### config.mk
export PLATFORM = sky130hd
export DESIGN_NAME = fetch_bundle_builder
export DESIGN_NICKNAME = d
export VERILOG_FILES = /design/src/rtl/fetch_bundle_builder.sv
export SDC_FILE = /design/constraint.sdc
export NUM_CORES = 1
export LEC_CHECK = 0
export BUFFER_PORTS_ARGS = -buffer_cell sky130_fd_sc_hd__buf_2
export CORE_MARGIN = 3
export CORE_UTILIZATION = 32
export DETAILED_ROUTE_END_ITERATION = 10
export GPL_TIMING_DRIVEN = 0
export RECOVER_POWER = 25
export SETUP_SLACK_MARGIN = 0.4
export SYNTH_ARGS = -nofsm -noshare
export SYNTH_HDL_FRONTEND = slang
export SYNTH_SLANG_ARGS = --single-unit
### constraint.sdc
create_clock -name clock_i -period 9.6 [get_ports clock_i]
set_clock_uncertainty 0.05 [all_clocks]
set_input_delay 1.44 -clock clock_i [delete_from_list [all_inputs] [get_ports clock_i]]
set_output_delay 1.44 -clock clock_i [all_outputs]
set_load 0.02 [all_outputs]
### src/rtl/fetch_bundle_builder.sv
// Packs sequential fetched instruction words into bundles of up to four slots.
// Optional idle-timeout close of partial bundles is built when BUNDLE_TIMEOUT_EN is defined.
module fetch_bundle_builder #(
    parameter int addressWidth            = 64,
    parameter int instructionWidth        = 32,
    parameter int bundleSize              = 4 * instructionWidth,
    parameter int PidSize                 = 20,
    parameter int TidSize                 = 16,
    parameter int instructionCounterWidth = 64,
    parameter int FlushTimeout            = 4
) (
    input  logic                               clock_i,
    input  logic                               reset_i,
    input  logic                               instrValid_i,
    input  logic [instructionWidth-1:0]        instr_i,
    input  logic [addressWidth-1:0]            instrAddr_i,
    input  logic [PidSize-1:0]                 pid_i,
    input  logic [TidSize-1:0]                 tid_i,
    input  logic                               flush_i,
    input  logic                               stall_i,
    output logic                               ready_o,
    output logic                               bundleValid_o,
    output logic [bundleSize-1:0]              bundle_o,
    output logic [addressWidth-1:0]            bundleAddress_o,
    output logic [1:0]                         bundleLen_o,
    output logic [PidSize-1:0]                 bundlePid_o,
    output logic [TidSize-1:0]                 bundleTid_o,
    output logic [instructionCounterWidth-1:0] bundleStartMajId_o
);

    localparam int SLOTS = 4;

    typedef enum logic {
        EMPTY,
        FILLING
    } acc_state_t;

    acc_state_t                         state;
    logic [instructionWidth-1:0]        slot_q [SLOTS];
    logic [2:0]                         count_q;
    logic [addressWidth-1:0]            start_addr_q;
    logic [addressWidth-1:0]            last_addr_q;
    logic [PidSize-1:0]                 pid_q;
    logic [TidSize-1:0]                 tid_q;
    logic [instructionCounterWidth-1:0] maj_id_q;

    logic                    accept;
    logic                    contiguous;
    logic                    line_end;
    logic                    break_close;
    logic                    append_close;
    logic                    timeout_close;
    logic                    close_bundle;
    logic                    from_input;
    logic [bundleSize-1:0]   emit_bundle;
    logic [1:0]              emit_len;
    logic [addressWidth-1:0] emit_addr;
    logic [PidSize-1:0]      emit_pid;
    logic [TidSize-1:0]      emit_tid;

    assign ready_o = !stall_i && !reset_i && !flush_i;
    assign accept  = instrValid_i && ready_o;

    // A word continues the bundle only if it is the next sequential word of the same thread.
    assign contiguous = (instrAddr_i == last_addr_q + addressWidth'(4))
                     && (pid_i == pid_q) && (tid_i == tid_q);
    // Word index bits [5:2] all ones marks the final word of a 64-byte line.
    assign line_end   = (instrAddr_i[5:2] == 4'b1111);

    assign break_close  = accept && (state == FILLING) && !contiguous;
    assign append_close = accept && !break_close
                       && ((count_q == 3'd3) || line_end);
    assign close_bundle = break_close || append_close || timeout_close;

    // A bundle closed by its very first word takes address and thread from the inputs.
    assign from_input = (state == EMPTY);
    assign emit_addr  = from_input ? instrAddr_i : start_addr_q;
    assign emit_pid   = from_input ? pid_i : pid_q;
    assign emit_tid   = from_input ? tid_i : tid_q;

    // NOTE: every always_comb output gets a default first so no path can infer a latch.
    always_comb begin
        emit_bundle = '0;
        emit_len    = 2'(count_q - 3'd1);
        if (append_close) begin
            emit_len = 2'(count_q);
        end
        for (int n = 0; n < SLOTS; n++) begin
            if (3'(n) < count_q) begin
                emit_bundle[n*instructionWidth +: instructionWidth] = slot_q[n];
            end else if (append_close && (3'(n) == count_q)) begin
                emit_bundle[n*instructionWidth +: instructionWidth] = instr_i;
            end
        end
    end

`ifdef BUNDLE_TIMEOUT_EN
    localparam int IDLE_W = $clog2(FlushTimeout + 1);

    logic [IDLE_W-1:0] idle_q;

    assign timeout_close = !reset_i && !flush_i && !stall_i && !accept
                        && (state == FILLING)
                        && (32'(idle_q) + 1 == FlushTimeout);

    always_ff @(posedge clock_i) begin
        if (reset_i || flush_i) begin
            idle_q <= '0;
        end else if (!stall_i) begin
            if (accept || close_bundle || (state == EMPTY)) begin
                idle_q <= '0;
            end else begin
                idle_q <= idle_q + 1'b1;
            end
        end
    end
`else
    // Partial bundles never time out in this build.
    assign timeout_close = (FlushTimeout < 0);
`endif

    // NOTE: slot storage carries no reset; slots beyond count_q are masked to zero on emit.
    always_ff @(posedge clock_i) begin
        if (accept) begin
            slot_q[break_close ? 2'd0 : count_q[1:0]] <= instr_i;
        end
    end

    // NOTE: all state below uses non-blocking assignments so every register sees pre-edge values.
    always_ff @(posedge clock_i) begin
        if (reset_i) begin
            state              <= EMPTY;
            count_q            <= '0;
            start_addr_q       <= '0;
            last_addr_q        <= '0;
            pid_q              <= '0;
            tid_q              <= '0;
            maj_id_q           <= '0;
            bundleValid_o      <= 1'b0;
            bundle_o           <= '0;
            bundleAddress_o    <= '0;
            bundleLen_o        <= '0;
            bundlePid_o        <= '0;
            bundleTid_o        <= '0;
            bundleStartMajId_o <= '0;
        end else begin
            bundleValid_o <= 1'b0;
            if (flush_i) begin
                state   <= EMPTY;
                count_q <= '0;
            end else if (!stall_i) begin
                if (close_bundle) begin
                    bundleValid_o      <= 1'b1;
                    bundle_o           <= emit_bundle;
                    bundleAddress_o    <= emit_addr;
                    bundleLen_o        <= emit_len;
                    bundlePid_o        <= emit_pid;
                    bundleTid_o        <= emit_tid;
                    bundleStartMajId_o <= maj_id_q;
                    maj_id_q           <= maj_id_q + instructionCounterWidth'(emit_len)
                                        + instructionCounterWidth'(1);
                end
                if (accept) begin
                    last_addr_q <= instrAddr_i;
                    if (append_close) begin
                        state   <= EMPTY;
                        count_q <= '0;
                    end else if (break_close || (state == EMPTY)) begin
                        state        <= FILLING;
                        count_q      <= 3'd1;
                        start_addr_q <= instrAddr_i;
                        pid_q        <= pid_i;
                        tid_q        <= tid_i;
                    end else begin
                        count_q <= count_q + 3'd1;
                    end
                end else if (timeout_close) begin
                    state   <= EMPTY;
                    count_q <= '0;
                end
            end
        end
    end

endmodule

==> results.md <==
* Post-cts sizing count at 0
* R2R Setup Slk at 1480 ps
* Setup Buffers After CTS at 0
* Core region area at 95900 µm²
* Number of synthesized register bits at 655
* Vias in the first global route at 25.9k
* Ys async rst share at 0
* Clk_lat worst skew at 650 ps
* Syn. warnings at 0
* # fillers at 9643
* Initial DRC Count at 1759
* Yosys top cell area share at 0.338
* Via-to-Cell Ratio at 5.30
* Global route overflow at 0
* Die Y at 318 µm
* Input/output buffers at 430
* PwrDens at 169 nW/µm²
* Maximum clock path buffer count at 3
* Final Max Tran Viols at 0
* CP arrival at 8690 ps
* Commonest cells in the netlist: dfxtp_1 (527), nor2b_1 (253), nand2_1 (251)
* Wire per inst at 23.4 µm
* Hold Path Class: reg -> reg
* Post-DRT Antenna Nets at 0
* Vias at 26.4k
* CTS sink cnt at 655
* Crit end category: register
* Count of cell types in the netlist at 74
* Synth area leader: dfxtp_1
* Pin count of the biggest net entering global routing at 25
* Die X at 318 µm
* GP Congestion at 0.895
* Starting density of the core at 0.326
* Total global routing track utilization at 0.221
* Post-Syn Area at 31200 µm²
* Row cnt at 113
* Nets at 3794
* DRT Pass-1 Iters at 5
* VDD IR max at 0.000108 V
* Pleak at 13.6 nW
* Syn-to-layout area delta at 20.4%
* Global-route wire length before repair at 171000 µm
* Final Util at 0.392
* Max Cap Violations at 0
* Crit path kind: in -> reg
* Dpl hpwl at 86100 µm
* Root buffer cell: clkbuf_16
* Post-Layout Cell Count at 4986
* F_max at 122 MHz
* Worst-margin pin slew at 1290 ps
* Cts hold-fix bufs at 0
* Final min period at 8220 ps
* Avg Cell Area, Syn at 9.98 µm²
* Setup violations, final at 0
* Num ports at 433
* Sequential share of the synthesized area at 0.461
* Die ar. at 101000 µm²
* RSZ-0062 raised after global routing: no
* Crit-path max FO at 10
* Most common cell in the netlist: dfxtp_1
* CTS H-Tree Depth at 3
* Part of the cycle the worst path needs at 0.856
* Number of synthesized flops with an enable pin at 128
* Clk slew on worst S/H paths at 60 ps
* Initial antenna violation count at 12
* Worst EP required at 10080 ps
* Critical path launch point type: primary input
* TritonCTS clock tree: done
* DRC errors left at 0
* Outcome: completed
* Synth area leaders: dfxtp_1 (34%), edfxtp_1 (12%), mux2_2 (5.7%)
* Headroom to the max-slew limit at 0.140
* Placed cell count at 4835
* Share of layout cells above drive strength 1 at 0.200
* Syn nets at 3270
* Ys flop type: dfxtp_1
* CTS Buf Count at 78
* Post-Syn Instances at 3126
* Final wirelength at 116000 µm
* Final Hold Viols at 0
## metrics by stage
step                setup slack (ps)  TNS (ps)  hold slack, ps  power, W  area [µm²]
detailed placement               680         0             414   0.00330       35100
floorplan                       2290         0             399   0.00312       31200
CTS                             1350         0             421   0.00642       37800
global placement               -2830   -212010             408   0.00329       34900
finish                          1380         0             420   0.00634       37600
global route                    1020         0             438   0.00655       37600
## report_power, final
group	total, W	switching (W)	internal [W]	leakage, nW
Sequential	0.00286	0.0000221	0.00283	5.41
Clock	0.00310	0.00128	0.00182	1.31
Combinational	0.000378	0.000253	0.000125	6.91
## kinds of logic after synthesis
logic type / share of synthesized area
flip-flops: 0.461
XOR/XNOR: 0.0351
AO/OA/AOI/OAI: 0.181
buffers and inverters: 0.0461
adder cells (fa/ha/maj): 0.00305
multiplexers: 0.113
AND/OR/NAND/NOR: 0.160
## final cells by class
| type | count | area [µm²] | area share |
|---|---|---|---|
| Multi-Input combinational cell | 2127 | 15400 | 0.410 |
| Antenna cell | 7 | 17.5 | 0.000466 |
| Tap cell | 1265 | 1580 | 0.0421 |
| Clock inverter | 37 | 422 | 0.0112 |
| Sequential cell | 655 | 14400 | 0.383 |
| Clock buffer | 107 | 2240 | 0.0597 |
| Buffer | 266 | 1150 | 0.0305 |
| Inverter | 78 | 293 | 0.00779 |
| Timing Repair Buffer | 444 | 2070 | 0.0550 |
## flip-flops by register name, summed over array words and instances, names as in the netlist, 3 cells and up
signal,count
count_q,3
bundlePid_o,20
tid_q,16
last_addr_q,64
slot_q,128
bundleStartMajId_o,64
bundleAddress_o,64
start_addr_q,64
maj_id_q,64
bundle_o,128
pid_q,20
bundleTid_o,16
## path summary, 6_finish.rpt
path / from / to / depth (start not counted)
worst max-delay path: pid_i[16] / maj_id_q[25] / 21
worst max register to register: last_addr_q[2] / maj_id_q[25] / 22
worst min-delay path: last_addr_q[0] / last_addr_q[0] / 2
worst min register to register: last_addr_q[0] / last_addr_q[0] / 2
## cells in the final DEF, fill, tap and decap left out, types with 80 or more instances in the layout
master,synthesis,layout
a211oi_2,90,90
nor2b_1,253,253
dfxtp_1,527,527
clkbuf_16,0,80
nor2_1,136,135
edfxtp_1,128,128
mux2i_1,144,144
a21oi_1,218,218
nand2_1,251,251
a211oi_1,149,149
clkbuf_1,209,394
mux2_2,159,159
buf_2,24,281
## metal layers
metal  wire, µm  track usage
met5         33            0
met4       2840       0.0595
met3       8210       0.0505
met2      53500        0.357
met1      51900        0.295
## worst max-delay path, cell delays in order
cell and delay, ps:
buf_2 120, xor2_1 170, nor4_1 860, o2111ai_1 320, nor4_1 550, and3_1 260
o211ai_1 140, nor4_2 780, a21o_1 370, buf_2 430, buf_2 340, nand2_1 110
a32oi_1 360, ha_1 180, nor2b_1 130, o21ai_0 240, nor2_1 640, clkbuf_1 560
nand3_1 150, a21oi_1 190, mux2_2 350
No activity file was read; power rests on OpenSTA's default activity.
